<file path="src/rtl/ifm_fetch_ctrl.sv">
// ifm_fetch_ctrl: walks a row-major IFM in a 1-cycle-latency SRAM, pushes pixels into the
// 4-deep shift buffer and flags complete 1xKSIZE windows. Revision 1.0.
`default_nettype none

module ifm_fetch_ctrl #(
  parameter int IFM_W  = 8,
  parameter int IFM_H  = 8,
  parameter int KSIZE  = 4,
  parameter int ADDR_W = 8
) (
  input  logic              clk,
  input  logic              rst_n,
  input  logic              start,
  input  logic              pe_ready,
  output logic              sram_ren,
  output logic [ADDR_W-1:0] sram_addr,
  input  logic signed [7:0] sram_rdata,
  output logic              ifm_read,
  output logic signed [7:0] ifm_input,
  output logic              win_valid,
  output logic [ADDR_W-1:0] win_row,
  output logic [ADDR_W-1:0] win_col,
  output logic              busy,
  output logic              done
);

  localparam logic [1:0] S_IDLE  = 2'd0;
  localparam logic [1:0] S_FETCH = 2'd1;
  localparam logic [1:0] S_DRAIN = 2'd2;
  localparam logic [1:0] S_DONE  = 2'd3;

  localparam logic [ADDR_W-1:0] LAST_COL      = ADDR_W'(IFM_W - 1);
  localparam logic [ADDR_W-1:0] LAST_ROW      = ADDR_W'(IFM_H - 1);
  localparam logic [ADDR_W-1:0] FIRST_WIN_COL = ADDR_W'(KSIZE - 1);

  logic [1:0]        state;
  logic [ADDR_W-1:0] row;
  logic [ADDR_W-1:0] col;
  logic [ADDR_W-1:0] addr;
  logic              rd_vld;
  logic [ADDR_W-1:0] rd_row;
  logic [ADDR_W-1:0] rd_col;
  logic              last_pix;
  logic              win_hit;

  assign sram_ren  = (state == S_FETCH) && pe_ready;
  assign sram_addr = addr;
  assign last_pix  = (row == LAST_ROW) && (col == LAST_COL);
  assign ifm_read  = rd_vld;
  assign ifm_input = rd_vld ? sram_rdata : 8'sd0;
  assign busy      = (state != S_IDLE);
  assign done      = (state == S_DONE);
  assign win_hit   = rd_vld && (rd_col >= FIRST_WIN_COL);

  // Running address tracks row*IFM_W+col without a multiplier.
  always_ff @(posedge clk or negedge rst_n) begin
    if (!rst_n) begin
      state <= S_IDLE;
      row   <= '0;
      col   <= '0;
      addr  <= '0;
    end else begin
      case (state)
        S_IDLE: begin
          row  <= '0;
          col  <= '0;
          addr <= '0;
          if (start) state <= S_FETCH;
        end
        S_FETCH: begin
          if (sram_ren) begin
            addr <= addr + 1'b1;
            if (col == LAST_COL) begin
              col <= '0;
              row <= row + 1'b1;
            end else begin
              col <= col + 1'b1;
            end
            if (last_pix) state <= S_DRAIN;
          end
        end
        // The final push happens here; its window flag lands together with done.
        S_DRAIN: state <= S_DONE;
        S_DONE:  state <= S_IDLE;
        default: state <= S_IDLE;
      endcase
    end
  end

  always_ff @(posedge clk or negedge rst_n) begin
    if (!rst_n) begin
      rd_vld    <= 1'b0;
      rd_row    <= '0;
      rd_col    <= '0;
      win_valid <= 1'b0;
      win_row   <= '0;
      win_col   <= '0;
    end else begin
      rd_vld    <= sram_ren;
      win_valid <= win_hit;
      if (sram_ren) begin
        rd_row <= row;
        rd_col <= col;
      end
      if (win_hit) begin
        win_row <= rd_row;
        win_col <= rd_col;
      end
    end
  end

endmodule

`default_nettype wire

</file>
<file path="config.mk">
export PLATFORM = sky130hd
export DESIGN_NAME = ifm_fetch_ctrl
export DESIGN_NICKNAME = d
export VERILOG_FILES = /design/src/rtl/ifm_fetch_ctrl.sv
export SDC_FILE = /design/constraint.sdc
export NUM_CORES = 1
export LEC_CHECK = 0
export BUFFER_PORTS_ARGS = -buffer_cell sky130_fd_sc_hd__buf_2
export CORE_MARGIN = 5
export CORE_UTILIZATION = 30
export DETAILED_ROUTE_END_ITERATION = 6
export MAX_ROUTING_LAYER = met4
export PLACE_DENSITY = 0.58
export SLEW_MARGIN = 15
export SYNTH_ARGS = -nofsm -noshare
export SYNTH_HDL_FRONTEND = slang
export SYNTH_SLANG_ARGS = --single-unit
</file>
<file path="constraint.sdc">
create_clock -name clk -period 2.46 [get_ports clk]
set_input_delay 0.492 -clock clk [delete_from_list [all_inputs] [get_ports clk]]
set_output_delay 0.492 -clock clk [all_outputs]
set_load 0.01 [all_outputs]
</file>
======== Word-level counts from Yosys, hierarchy flattened ========
Index checks and enable logic that the tools add are counted.
word-level totals
  output and inout port bits .............. 37
  bits of input ports ..................... 12
  register bits after elaboration ......... 60
  word-level logic and storage cells ...... 45
operators by class
  reduce and logical (&&, ||, !) cells .... 9
  add/sub/neg operators ................... 3
  mux-type cells .......................... 13
  magnitude comparators ................... 1
  eq/ne operators ......................... 9
operator list
  kind                                                                                 number
  8-bit two-way mux                                                                    6
  8-bit case mux with 2 select lines                                                   3
  8-bit by 1-bit adder with 8-bit output, second input constant                        3
  8-bit by 3-bit == test with 1-bit output, second input constant                      2
  8-bit by 2-bit greater-or-equal comparator with 1-bit output, second input constant  1
  2-bit case mux with 4 select lines                                                   1
  2-bit two-way mux                                                                    3
  2-bit inequality test, second input constant                                         3
  3-bit AND reduction                                                                  2
  2-bit == test, second input constant                                                 2
  2-bit nonzero test                                                                   2
  1-bit logical AND                                                                    3
  2-bit by 1-bit == test with 1-bit output, second input constant                      1
  2-bit logical NOT                                                                    1
  2-bit by 1-bit inequality test with 1-bit output, second input constant              1
  2-bit AND reduction                                                                  1

======== Depth between registers and ports, before layout ========
Gate-level depths: netlist of run 1.
  word-level depth ........................ 5
  mapped depth ............................ 7

======== Least setup slack after synthesis of run 1 ========
No wires, ideal clock.
  kind .................................... reg2reg
  start ................................... register rd_col[6]
  end ..................................... register win_row[4]
  required time ........................... 2,335 ps
  cell stages (with the launch flop) ...... 5
  path slack .............................. 652 ps
  arrival time ............................ 1,684 ps
  buffers on the path ..................... 1
  cells stage by stage .................... dfrtp_1 > or4_1 > o21ai_4 > buf_4 > mux2_2
on the way
  cells in the longest elaborated chain, start to end .. 2
RTL lines
  item                                                          RTL line  source
  from (decl)                                                   42        logic [ADDR_W-1:0] rd_col;
  from (signal assigned)                                        103       rd_col <= col;
  8-bit by 2-bit greater-or-equal comparator with 1-bit output  53        assign win_hit = rd_vld && (rd_col >= FIRST_WIN_COL);
  1-bit logical AND                                             53
  to (signal assigned)                                          106       win_row <= rd_row;
  to (decl)                                                     21        output logic [ADDR_W-1:0] win_row,
Every way passes these cells.
A chain may end at the register's enable or synchronous reset.

======== Worst setup path in the final report of run 1 ========
  start ................................... register state[1]
  end ..................................... output port sram_ren
on the way
  cells in the longest elaborated chain, start to end .. 2
RTL lines
  item                                      RTL line  source
  from (decl)                               36        logic [1:0] state;
  from (signal assigned)                    58        state <= S_IDLE;
  from (signal assigned)                    68        if (start) state <= S_FETCH;
  from (signal assigned)                    79        if (last_pix) state <= S_DRAIN;
  2-bit by 1-bit == test with 1-bit output  46        assign sram_ren = (state == S_FETCH) && pe_ready;
  1-bit logical AND                         46
  to (decl)                                 15        output logic sram_ren,
Every way passes these cells.

==> results.py, run 1 <==
metrics = {
    "setup_path": {
        "crit_type": "flop to output pin",
        "r2r.worst_path.cells": 3,
        "setup.worst_path.end_class": "output pin",
        "arrival_ns": 1.70,
        "required_ns": 1.97,
        "worstSetupStartpointType": "flop",
        "critPathMaxFanout": 10,
    },
    "yosys": {
        "synth.most_common_cell": "nand2_1",
        "synthFlopType": "dfrtp_1",
        "syn_inst": 266,
        "ys_seq_elements": 60,
        "ys_types": 41,
        "synth_warnings": 0,
        "synthTopCellsByArea": "dfrtp_1, nand2_1, mux2_2",
        "ys_seq_area_share_pct": 55.3,
        "ys_top_cells_by_count": "nand2_1, dfrtp_1, mux2_2, nand3_1",
        "syn_area_um2": 2720,
        "synth_nets": 286,
        "syn_avg_cell_area_um2": 10.2,
        "synth_area_leader_cell": "dfrtp_1",
        "synth-edff-count": 0,
        "yosysTopAreaCellShare_pct": 55.3,
        "synthArstFlopShare_pct": 100,
    },
    "flow_run": {
        "cap_violations": 0,
    },
    "pwr": {
        "internal-power_w": 0.00195,
        "peakVddDrop_mv": 0.367,
        "power_frac_seq_pct": 47.1,
        "total_power_w": 0.00288,
        "power_switching_w": 0.000936,
        "swShare_pct": 32.5,
        "p_leak_nw": 1.71,
        "p_comb_share_pct": 22.3,
        "pwr-share-clk_pct": 30.7,
        "power_density_nw_per_um2": 870,
    },
    "die": {
        "num_io_pins": 49,
        "rows": 34,
        "fp.dieH_um": 105,
        "fp.dieArea_um2": 11100,
        "start_util_pct": 31.0,
        "core_area_um2": 8760,
        "die_w_um": 105,
    },
    "finish": {
        "final_nets": 342,
        "antenna_cells": 0,
        "drive_above_1_share_pct": 26.6,
        "area_growth_pct": 21.9,
    },
    "clock_network": {
        "htreeDepth": 3,
        "clk_pin_slew_ns": 0.07,
        "clockBufferDepth": 2,
        "clock-sinks": 60,
        "ctsHoldBuffers": 0,
        "clk_latency_ns": 0.35,
        "cts_buffers": 9,
        "cts_tree": "built",
        "clock-root-buffer": "clkbuf_8",
        "post_cts_buffers": 0,
        "cts_resized": 0,
    },
    "sta": {
        "fin_crit_sh_pct": 89.2,
        "finalSetupTns_ns": 0,
        "fin_crit_ns": 2.19,
        "drv_slew": 0,
        "worstMarginPinSlew_ns": 0.496,
        "clock_skew_ns": 0.00820,
        "fmax_mhz": 456,
        "slew_headroom_pct": 66.8,
        "setup_violations": 0,
        "hold_viol": 0,
        "rsz0062_at_grt": "no",
    },
    "placed_design": {
        "place_congestion": 0.746,
        "place_hpwl_mm": 3.96,
        "portBuffers": 48,
    },
    "routing": {
        "drcViolationCount": 0,
        "num_vias": 2079,
        "avgViaCountPerCell": 4.78,
        "ant_nets": 0,
        "wire_per_inst_um": 12.8,
        "drt_pass1_iterations": 4,
        "wl_mm": 5.58,
        "drt_iter0_markers": 105,
    },
    "worst_hold_path": {
        "min_path_type": "primary input to asynchronous set/reset pin",
    },
    "global_routing": {
        "grt_remaining_overflow": 0,
        "grt_pass1_vias": 2035,
        "antenna_found_initial": 0,
        "grt_max_degree": 50,
        "grt_use_total_pct": 11.3,
        "grt_pass1_wl_mm": 9.87,
    },
    "status": {
        "status": "finished, final reports clean",
    },
}
-- kinds of logic after synthesis --
group	Yosys count	synth area share [%]
and+or+nand+nor	129	22.6
buffers and inverters	17	2.58
AOI/OAI and AO/OA	31	7.88
adders and majority gates	8	3.69
xor gates and xnor gates	7	2.26
DFF	60	55.3
muxes	14	5.71
-- power by group through the flow --
stage	registers (W)	logic (W)	clock network (W)
after floorplan	0.00137	0.000396	0
after global placement	0.00137	0.000649	0
after detailed placement	0.00138	0.000657	0
after CTS	0.00136	0.000660	0.000913
after global routing	0.00139	0.000735	0.000960
final	0.00136	0.000641	0.000884
-- registers in the layout, summed over array words and instances, names as in the netlist --
signal and cells:
win_valid 1, ifm_read 1, win_row 8, win_col 8, state 2, rd_row 8, rd_col 8, sram_addr 8
col 8, row 8
-- layout by cell type (no fill, tap or decap), types with 2 or more instances in the layout --
cell type,instances
a21oi_1,2
a22o_1,4
a31oi_1,4
a41oi_1,2
and2_1,8
and3_1,2
buf_2,48
buf_4,6
clkbuf_8,9
clkinvlp_4,3
dfrtp_1,60
ha_1,8
inv_1,6
mux2_2,12
mux2i_1,2
nand2_1,73
nand2b_1,3
nand3_1,12
nand4_1,7
nor2_1,11
nor4_1,4
o211ai_1,2
o21ai_0,11
o31ai_1,2
xnor2_1,6
-- layer usage --
metal,part of all wire (%),vias to the layer above,GRT usage [%]
met1,47,979,13.8
li1,-,1029,-
met2,44,61,16.7
met4,1.6,0,4.11
met3,7.8,10,4.93
met5,0,-,-
-- critical path, cell delays in order, from the launching register on --
cell      delay [ns]
dfrtp_1         0.40
inv_1           0.09
ha_1            0.25
nand2_1         0.11
clkinv_1        0.26
buf_2           0.25
-- area by class of cell --
cell class | instances | area (µm²)
tap | 108 | 135
clock buffer | 9 | 124
clock inverter | 7 | 75.1
sequential | 60 | 1500
inverter | 7 | 26.3
multi-input combinational | 189 | 1140
fill | 891 | 5450
timing repair buffer | 55 | 305
-- final timing paths --
kind,startpoint,end,slack [ns]
worst max-delay path,state[1],sram_ren,0.27
worst max register to register,rd_col[6],win_row[0],0.54
max in group asynchronous,rst_n,win_row[0],1.87
min in group clk,rd_row[2],rd_row[2],0.47
worst min-delay path,rst_n,state[1],0.03
worst min register to register,rd_row[2],rd_row[2],0.47
-- stage by stage --
| stage | utilization [%] | instance area [µm²] | worst slack [ns] | instances | hold WS [ns] |
|---|---|---|---|---|---|
| 2_1_floorplan | - | 2720 | 0.652 | 266 | 0.196 |
| 3_3_place_gp | 35.5 | 3110 | 0.584 | 419 | 0.397 |
| 3_5_place_dp | 35.5 | 3110 | 0.537 | 419 | 0.401 |
| 4_1_cts | 37.8 | 3310 | 0.256 | 435 | 0.0207 |
| 5_1_grt | 37.8 | 3310 | 0.135 | 435 | 0.0296 |
| 6_report | 37.8 | 3310 | 0.266 | 435 | 0.0259 |
No activity file was read; power rests on OpenSTA's default activity.
==> inputs of run 2 (changes only) <==
--- a/config.mk
+++ b/config.mk
@@ -7,10 +7,10 @@
 export LEC_CHECK = 0
 export BUFFER_PORTS_ARGS = -buffer_cell sky130_fd_sc_hd__buf_2
 export CORE_MARGIN = 5
-export CORE_UTILIZATION = 30
+export CORE_UTILIZATION = 35
 export DETAILED_ROUTE_END_ITERATION = 6
 export MAX_ROUTING_LAYER = met4
-export PLACE_DENSITY = 0.58
+export PLACE_DENSITY = 0.64
 export SLEW_MARGIN = 15
 export SYNTH_ARGS = -nofsm -noshare
 export SYNTH_HDL_FRONTEND = slang
==> run 2 against run 1 <==
Die area is 13% lower. Largest power group unchanged. Total power is 2.8% higher. Fmax is 0.32% higher.
==> results.py, run 2 (synthesized netlist as in run 1, its figures left out) <==
metrics = {
    "sta": {
        "fmax_mhz": 457,
        "finalSetupTns_ns": 0,
        "slew_headroom_pct": 50.5,
        "setup_ws_ns": 0.273,
        "setup_violations": 0,
        "rsz0062_at_grt": "no",
        "fin_crit_sh_pct": 88.9,
        "worstMarginPinSlew_ns": 0.743,
        "drv_slew": 0,
        "hold_viol": 0,
        "clock_skew_ns": 0.00422,
        "fin_crit_ns": 2.19,
    },
    "routing": {
        "met1_length_mm": 2.54,
        "num_vias": 2060,
        "wire_per_inst_um": 12.7,
        "avgViaCountPerCell": 4.80,
        "ant_nets": 0,
        "route.met3.wl_um": 477,
        "dr.max_layer_used": "met4",
        "drt_iter0_markers": 163,
        "drt_pass1_iterations": 4,
        "wl_met2_mm": 2.35,
        "drcViolationCount": 0,
        "wl_mm": 5.46,
    },
    "die": {
        "start_util_pct": 35.5,
        "rows": 32,
        "fp.dieArea_um2": 9620,
        "num_io_pins": 49,
        "fp.dieH_um": 98.1,
        "die_w_um": 98.1,
        "core_area_um2": 7650,
    },
    "finish": {
        "final_area_um2": 3310,
        "area_growth_pct": 21.8,
        "final_nets": 342,
        "seqCellArea_um2": 1500,
        "final_cells": 429,
        "layout_commonest_cell": "nand2_1",
        "post-route-util_pct": 43.3,
        "drive_above_1_share_pct": 26.3,
        "antenna_cells": 0,
        "multi_input_area_um2": 1140,
        "mostFrequentLayoutCells": "nand2_1, dfrtp_1, buf_2",
        "n_fill_cell": 742,
    },
    "setup_path": {
        "cp-endpoint": "sram_ren",
        "reg2reg_slack_ns": 0.49,
        "required_ns": 1.97,
        "worstReg2RegStart": "state[1]",
        "r2r.worst_path.cells": 7,
        "r2r-end": "sram_addr[2]",
        "arrival_ns": 1.70,
        "setup.worst_path.end_class": "output pin",
        "critPathLaunch": "state[1]",
        "crit_type": "flop to output pin",
        "worstSetupStartpointType": "flop",
        "critPathMaxFanout": 10,
    },
    "placed_design": {
        "placed_cells": 413,
        "dp_slack_ns": 0.512,
        "portBuffers": 48,
        "dpl_cell_area_um2": 3090,
        "place_hpwl_mm": 3.72,
        "place_congestion": 0.851,
    },
    "pwr": {
        "internal-power_w": 0.00204,
        "power_frac_seq_pct": 45.7,
        "swShare_pct": 31.0,
        "p_leak_nw": 1.71,
        "power_switching_w": 0.000917,
        "power_density_nw_per_um2": 895,
        "p_comb_share_pct": 21.9,
        "peakVddDrop_mv": 0.438,
        "pwr-share-clk_pct": 32.4,
    },
    "status": {
        "status": "finished, final reports clean",
    },
    "clock_network": {
        "clk_pin_slew_ns": 0.07,
        "clock-root-buffer": "clkbuf_8",
        "clockBufferDepth": 2,
        "ctsHoldBuffers": 0,
        "htreeDepth": 3,
        "cts_buffers": 9,
        "post_cts_buffers": 0,
        "cts_resized": 0,
        "clk_latency_ns": 0.34,
        "cts_tree": "built",
        "clock-sinks": 60,
    },
    "global_routing": {
        "grt_pass1_wl_mm": 9.67,
        "grt_remaining_overflow": 0,
        "antenna_found_initial": 0,
        "grt_pass1_vias": 2070,
        "grt_use_total_pct": 12.9,
        "grt_max_degree": 61,
    },
    "worst_hold_path": {
        "min_path_type": "primary input to asynchronous set/reset pin",
    },
    "flow_run": {
        "cap_violations": 0,
    },
}
-- run 2: changes by cell type in the layout (fill, tap and decap cells not counted) --
| cell | delta |
|---|---|
| buf_12 | -1 |
| buf_4 | +1 |
| bufinv_16 | +1 |
| clkbuf_1 | +1 |
| clkinvlp_4 | -1 |
| inv_6 | -1 |
-- run 2: final cells by class --
class | count | area share, %
clock inverter | 6 | 2.68
timing repair buffer | 55 | 8.85
inverter | 7 | 0.794
multi-input combinational | 189 | 34.6
tap | 102 | 3.86
clock buffer | 10 | 3.86
sequential | 60 | 45.4
-- run 2: worst min path at each step --
stage          startpoint    endpoint  slack, ns
2_1_floorplan       rst_n      col[0]       0.20
3_3_place_gp   win_col[6]  win_col[6]       0.46
3_5_place_dp   win_col[7]  win_col[7]       0.46
4_1_cts             rst_n  win_row[7]       0.32
5_1_grt             rst_n  win_col[6]       0.35
6_report            rst_n  win_row[7]       0.30
-- run 2: per-layer routing --
metal,track usage [%],vias to the layer above
met5,-,-
met4,5.22,0
met3,6.07,8
met2,18.2,62
met1,15.8,962
li1,-,1028
-- run 2: per-stage QoR --
stage	power, W	hold slack (ns)
3_5_place_dp	0.00203	0.458
6_report	0.00296	0.295
4_1_cts	0.00301	0.320
3_3_place_gp	0.00201	0.456
5_1_grt	0.00316	0.346
2_1_floorplan	0.00177	0.196
-- run 2: power by group through the flow --
stage               registers (W)  clock network (W)  logic (W)
floorplan                 0.00137                  0   0.000396
global placement          0.00137                  0   0.000641
detailed placement        0.00137                  0   0.000660
CTS                       0.00135           0.000986   0.000666
global route              0.00139            0.00104   0.000733
finish                    0.00135           0.000959   0.000647
-- run 2: critical path, cell delays in order, from the launching register on --
cell,delay (ns)
dfrtp_1,0.39
inv_1,0.09
ha_1,0.26
nand2_1,0.11
clkinv_1,0.26
buf_2,0.26
